**src/rtl/issue_sequencer.sv**
```systemverilog
// Issue sequencer: steps each decoded instruction through its functional unit,
// handshakes slow/memory units, applies the r14 squash and strobes write-back.
module issue_sequencer #(
  parameter int unsigned WAIT_MAX = 255
) (
  input  logic        clk,
  input  logic        rst_n,
  input  logic        inst_valid,
  input  logic        inst_cond,
  input  logic        r14_zero,
  input  logic        arithmetic,
  input  logic        slow_arithmetic,
  input  logic        logical,
  input  logic        memory,
  input  logic        wb_req,
  input  logic        slow_done,
  input  logic        mem_ack,
  input  logic        err_clr,
  output logic        inst_ready,
  output logic [3:0]  fu_en,
  output logic        slow_start,
  output logic        mem_req,
  output logic        wb_en,
  output logic        busy,
  output logic        err,
  output logic [15:0] retire_cnt
);

  localparam int unsigned FU_W  = 4;
  localparam int unsigned WD_W  = 8;
  localparam int unsigned CNT_W = 16;

  localparam logic [WD_W-1:0] WD_LAST  = WD_W'(WAIT_MAX - 1);
  localparam logic [FU_W-1:0] FU_ARITH = 4'b0001;
  localparam logic [FU_W-1:0] FU_SLOW  = 4'b0010;
  localparam logic [FU_W-1:0] FU_LOGIC = 4'b0100;
  localparam logic [FU_W-1:0] FU_MEM   = 4'b1000;

  typedef enum logic [2:0] {
    S_IDLE,
    S_EXEC,
    S_SLOW,
    S_MEM,
    S_WB
  } state_t;

  state_t            state_q, state_d;
  logic [FU_W-1:0]   sel_q, sel_d;
  logic              wbreq_q, wbreq_d;
  logic [WD_W-1:0]   wd_q, wd_d;

  logic [FU_W-1:0]   flags;
  logic              accept;
  logic              squash;
  logic              multi;
  logic              err_set;
  logic [FU_W-1:0]   fu_en_d;
  logic              slow_start_d;
  logic              mem_req_d;
  logic              wb_en_d;
  logic              retire_d;

  assign flags = {memory, logical, slow_arithmetic, arithmetic};

  // Next state, latched operation and next-cycle output values
  always_comb begin
    state_d      = state_q;
    sel_d        = sel_q;
    wbreq_d      = wbreq_q;
    wd_d         = wd_q;
    err_set      = 1'b0;
    accept       = inst_valid & inst_ready;
    squash       = inst_cond & ~r14_zero;
    multi        = (flags & (flags - 4'd1)) != 4'd0;
    fu_en_d      = '0;
    slow_start_d = 1'b0;
    mem_req_d    = 1'b0;
    wb_en_d      = 1'b0;
    retire_d     = 1'b0;

    case (state_q)
      S_SLOW: begin
        if (slow_done) begin
          state_d = S_WB;
        end else if (wd_q == WD_LAST) begin
          state_d = S_IDLE;
          err_set = 1'b1;
        end else begin
          wd_d = wd_q + 8'd1;
        end
      end
      S_MEM: begin
        if (mem_ack) begin
          state_d = S_WB;
        end else if (wd_q == WD_LAST) begin
          state_d = S_IDLE;
          err_set = 1'b1;
        end else begin
          wd_d = wd_q + 8'd1;
        end
      end
      default: begin
        state_d = S_IDLE;
        if (accept) begin
          err_set = multi;
          wbreq_d = wb_req & ~squash & (flags != 4'd0);
          wd_d    = '0;
          // Squashed and reserved instructions still pass through EXEC to retire
          if (squash || (flags == 4'd0)) begin
            state_d = S_EXEC;
            sel_d   = '0;
          end else if (memory) begin
            state_d = S_MEM;
            sel_d   = FU_MEM;
          end else if (slow_arithmetic) begin
            state_d = S_SLOW;
            sel_d   = FU_SLOW;
          end else if (arithmetic) begin
            state_d = S_EXEC;
            sel_d   = FU_ARITH;
          end else begin
            state_d = S_EXEC;
            sel_d   = FU_LOGIC;
          end
        end
      end
    endcase

    case (state_d)
      S_EXEC, S_WB: begin
        fu_en_d  = sel_d;
        wb_en_d  = wbreq_d;
        retire_d = 1'b1;
      end
      S_SLOW: begin
        fu_en_d      = FU_SLOW;
        slow_start_d = (state_q != S_SLOW);
      end
      S_MEM: begin
        fu_en_d   = FU_MEM;
        mem_req_d = 1'b1;
      end
      default: ;
    endcase
  end

  // State, latched operation and registered outputs
  always_ff @(posedge clk or negedge rst_n) begin
    if (!rst_n) begin
      state_q    <= S_IDLE;
      sel_q      <= '0;
      wbreq_q    <= 1'b0;
      wd_q       <= '0;
      inst_ready <= 1'b1;
      fu_en      <= '0;
      slow_start <= 1'b0;
      mem_req    <= 1'b0;
      wb_en      <= 1'b0;
      busy       <= 1'b0;
      err        <= 1'b0;
      retire_cnt <= '0;
    end else begin
      state_q    <= state_d;
      sel_q      <= sel_d;
      wbreq_q    <= wbreq_d;
      wd_q       <= wd_d;
      inst_ready <= (state_d != S_SLOW) && (state_d != S_MEM);
      fu_en      <= fu_en_d;
      slow_start <= slow_start_d;
      mem_req    <= mem_req_d;
      wb_en      <= wb_en_d;
      busy       <= (state_d != S_IDLE);
      retire_cnt <= retire_cnt + CNT_W'(retire_d);
      if (err_set) begin
        err <= 1'b1;
      end else if (err_clr) begin
        err <= 1'b0;
      end
    end
  end

endmodule

```
**config.mk**
```make
export PLATFORM = sky130hd
export DESIGN_NAME = issue_sequencer
export DESIGN_NICKNAME = d
export VERILOG_FILES = /design/src/rtl/issue_sequencer.sv
export SDC_FILE = /design/constraint.sdc
export NUM_CORES = 1
export LEC_CHECK = 0
export BUFFER_PORTS_ARGS = -buffer_cell sky130_fd_sc_hd__buf_4
export CORE_UTILIZATION = 50
export DETAILED_ROUTE_END_ITERATION = 8
export PLACE_DENSITY = 0.74
export SYNTH_ARGS = -nofsm -noshare
export SYNTH_HDL_FRONTEND = slang
export SYNTH_SLANG_ARGS = --single-unit
```
**constraint.sdc**
```tcl
create_clock -name clk -period 5.5 [get_ports clk]
set_input_delay 1.65 -clock clk [delete_from_list [all_inputs] [get_ports clk]]
set_output_delay 1.65 -clock clk [all_outputs]
set_load 0.005 [all_outputs]
```
==> flow_metrics.env <==
export IMPL_cp_buffers_inverters=2
export IMPL_globalRoute_totalOverflow=0
export IMPL_floorplan_io_pins=39
export IMPL_maximum_clock_rate_ghz=0.256
export IMPL_post_cts_repair_setup_buffers=0
export IMPL_net_switching_power_mw=0.288
export IMPL_clock_tree_buffer_depth=2
export IMPL_start_util=0.538
export IMPL_cp_arrival_ns=4.12
export IMPL_static_leakage_power_nw=1.10
export IMPL_die_height_um=62.8
export IMPL_post_cts_gate_resize_count=0
export IMPL_maximum_vdd_drop_v=0.000270
export IMPL_critical_path_most_common_cell="sky130_fd_sc_hd__ha_1"
export IMPL_core_mm2=0.00344
export IMPL_startpoint_kind_of_the_worst_setup_timing_path="primary input"
export IMPL_worstMarginPinSlew_ns=0.508
export IMPL_routed_length_per_instance_um=14.0
export IMPL_crit_path_cell_trace="buf_4, nand3_1, o21ai_1, o21ai_0, inv_1, ha_1, ha_1, nand2_1, or2_2, nor2_1, xor2_1"
export IMPL_final_util=0.664
export IMPL_vias_per_cell=5.44
export IMPL_synth_distinct_cells=39
export IMPL_power_density_mw_per_mm2=408
export IMPL_power_switching_share=0.308
export IMPL_grt_pass1_wl_um=6180
export IMPL_critical_path_data_required_time_ns=5.71
export IMPL_hpwl_um=2640
export IMPL_drt_iter0_drc=45
export IMPL_drive_gt1_frac=0.257
export IMPL_fin_total_pwr_mw=0.933
export IMPL_totalWireLength_um=3530
export IMPL_critPathKind="in2reg"
export IMPL_combPwrFrac=0.276
export IMPL_floorplan_die_width_um=62.8
export IMPL_max_stage_delay_ns=0.48
export IMPL_syn_nets=180
export IMPL_routabilityCongestion=0.840
export IMPL_port_buffers=38
export IMPL_detailroute_via_count=1371
export IMPL_dominantRegCellSynth="sky130_fd_sc_hd__dfrtp_1"
export IMPL_cts_hold_fix_buffers=0
export IMPL_first_global_vias=1423
export IMPL_netlist_instances=163
export IMPL_postSynthAreaPerCell_um2=11.4
export IMPL_numClockSinks=42
export IMPL_totalNegativeSetupSlack_ns=0
export IMPL_antenna_diode_count=0
export IMPL_antenna_found_initial=0
export IMPL_synth_yosys_warnings=0
export IMPL_post_synth_edffs=0
export IMPL_cts_tree="done"
export IMPL_drv_max_cap_violation_count=0
export IMPL_grt_use_total=0.205
export IMPL_netlist_area_mm2=0.00185
export IMPL_area_growth_syn_to_layout_pct=23.5
export IMPL_rsz_0062_raised_after_global_routing="false"
export IMPL_power_clock_fraction=0.254
export IMPL_clk_pin_slew_worst_paths_ns=0.07
export IMPL_final_net_count=222
export IMPL_clock_latency_ns=0.29
export IMPL_antenna_violating_nets_post_route=0
export IMPL_post_route_drc_count=0
export IMPL_run_status="finished clean"
export IMPL_timing_max_slew_rel_slack=0.661
export IMPL_postSynthRegisterBits=42
export IMPL_grt_start_max_net_pins=43
export IMPL_critPathSlowestCell="sky130_fd_sc_hd__o21ai_1"
export IMPL_critPathMaxFanout=12
export IMPL_path_delay_family="simple AND/OR/NAND/NOR gates"
export IMPL_fin_crit_sh=0.711
export IMPL_async_flop_share=1.00
export IMPL_number_of_endpoints_with_negative_hold_slack_in_the_final_report=0
export IMPL_final_setup_viol_count=0
export IMPL_critical_path_endpoint_type="register"
export IMPL_share_seq_of_total_power=0.470
export IMPL_layout_min_cycle_time_ns=3.91
export IMPL_row_count=21
export IMPL_finalClockSkew_ns=0.00201
export IMPL_final_max_slew_viol_count=0
export IMPL_min_delay_path_class="reg2reg"
export IMPL_drt_pre_antenna_iters=6
export IMPL_internal_power_consumption_mw=0.646
export IMPL_cts_htree_levels=2
export IMPL_total_die_area_mm2=0.00395
export IMPL_numCtsBuffers=5
export IMPL_cts_root_buffer="sky130_fd_sc_hd__clkbuf_8"
export IMPL_seq_area_frac_synth=0.569
## sequential cells by signal (all words and copies together) (netlist names)
name	count
busy	1
err	1
fu_en	4
inst_ready	1
mem_req	1
retire_cnt	16
sel_q	4
slow_start	1
state_q	3
wb_en	1
wbreq_q	1
wd_q	8
## routing by layer
layer | track usage | part of all wire
met2 | 0.363 | 0.50
met1 | 0.224 | 0.42
met5 | 0 | 0
met3 | 0.0566 | 0.057
met4 | 0.102 | 0.023
## area by class of cell
class | count | area [um2]
inverter | 5 | 18.8
timing repair buffer | 38 | 285
tap | 46 | 57.6
multi-input combinational | 113 | 761
clock buffer | 6 | 72.6
clock inverter | 2 | 37.5
sequential | 42 | 1050
fill | 276 | 1160
## layout by cell type (no fill, tap or decap), drive strengths merged
master | synthesis | final
inv | 5 | 5
buf | 1 | 38
a21oi | 4 | 4
nor2b | 5 | 5
ha | 4 | 4
o211ai | 2 | 2
nand4 | 5 | 5
and4 | 1 | 1
clkbuf | 2 | 6
maj3 | 1 | 1
xnor2 | 12 | 12
mux2 | 1 | 1
xor2 | 3 | 3
o2111ai | 1 | 1
nand2 | 17 | 17
dfrtp | 41 | 41
or3 | 4 | 4
and2b | 1 | 1
a31oi | 1 | 1
clkinvlp | 0 | 1
dfstp | 1 | 1
nor2 | 5 | 5
and2 | 2 | 2
mux2i | 3 | 3
o21ai | 11 | 11
nand2b | 4 | 4
o31ai | 2 | 2
o31a | 1 | 1
or4 | 3 | 3
o311ai | 1 | 1
or2 | 1 | 1
nor3b | 1 | 1
bufinv | 0 | 1
nand3 | 11 | 11
and3 | 5 | 5
o22a | 1 | 1
## cell families (layout without fill, tap and decap cells)
group	Yosys count	after routing	synth area share
compound gates	24	24	0.0872
mux	4	4	0.0291
simple gates	65	65	0.191
xor+xnor	15	15	0.0710
buf+inv	8	51	0.0203
fa+ha+maj	5	5	0.0325
flops	42	42	0.569
## power by group through the flow
stage / sequential, mW / combinational, mW / clock, mW
after global routing: 0.449 / 0.291 / 0.255
after detailed placement: 0.445 / 0.260 / 0
final: 0.439 / 0.258 / 0.237
after floorplan: 0.437 / 0.150 / 0
after CTS: 0.440 / 0.260 / 0.243
after global placement: 0.441 / 0.252 / 0
## worst paths after layout
path / cells past startpoint / start / slack, ns / to
worst max-delay path: 11 / inst_valid / 1.59 / retire_cnt[12]
worst min-delay path: 1 / retire_cnt[15] / 0.47 / retire_cnt[15]
worst max register to register: 13 / wd_q[0] / 2.48 / retire_cnt[12]
worst min register to register: 1 / retire_cnt[15] / 0.47 / retire_cnt[15]
max in group asynchronous: 1 / rst_n / 3.81 / inst_ready
min in group asynchronous: 1 / rst_n / 1.33 / retire_cnt[3]
## cells in the mapped netlist (2+ instances only)
cell                       instances  area (um2)
sky130_fd_sc_hd__inv_1             5        18.8
sky130_fd_sc_hd__nand2b_1          4        25.0
sky130_fd_sc_hd__nand2_1          17        63.8
sky130_fd_sc_hd__nand4_1           4        25.0
sky130_fd_sc_hd__dfrtp_1          41        1030
sky130_fd_sc_hd__clkbuf_1          2        7.51
sky130_fd_sc_hd__a21oi_1           4        20.0
sky130_fd_sc_hd__xnor2_1          12         105
sky130_fd_sc_hd__mux2i_1           2        20.0
sky130_fd_sc_hd__and2_1            2        12.5
sky130_fd_sc_hd__and3_1            5        31.3
sky130_fd_sc_hd__nor2b_1           5        31.3
sky130_fd_sc_hd__o31ai_1           2        15.0
sky130_fd_sc_hd__ha_1              4        50.1
sky130_fd_sc_hd__or4_1             3        22.5
sky130_fd_sc_hd__nand3_1          11        55.1
sky130_fd_sc_hd__o21ai_0          10        50.1
sky130_fd_sc_hd__or3_1             3        18.8
sky130_fd_sc_hd__nor2_1            5        18.8
sky130_fd_sc_hd__xor2_1            3        26.3
## stage by stage
step	cells	cell area, um2	worst slack, ns	hold WS, ns
final	252	2280	1.59	0.475
after global routing	252	2280	1.37	0.508
after CTS	252	2280	1.58	0.489
after detailed placement	244	2170	1.26	0.474
after global placement	244	2170	1.50	0.461
after floorplan	163	1850	1.85	0.435
No activity file was read; power rests on OpenSTA's default activity.
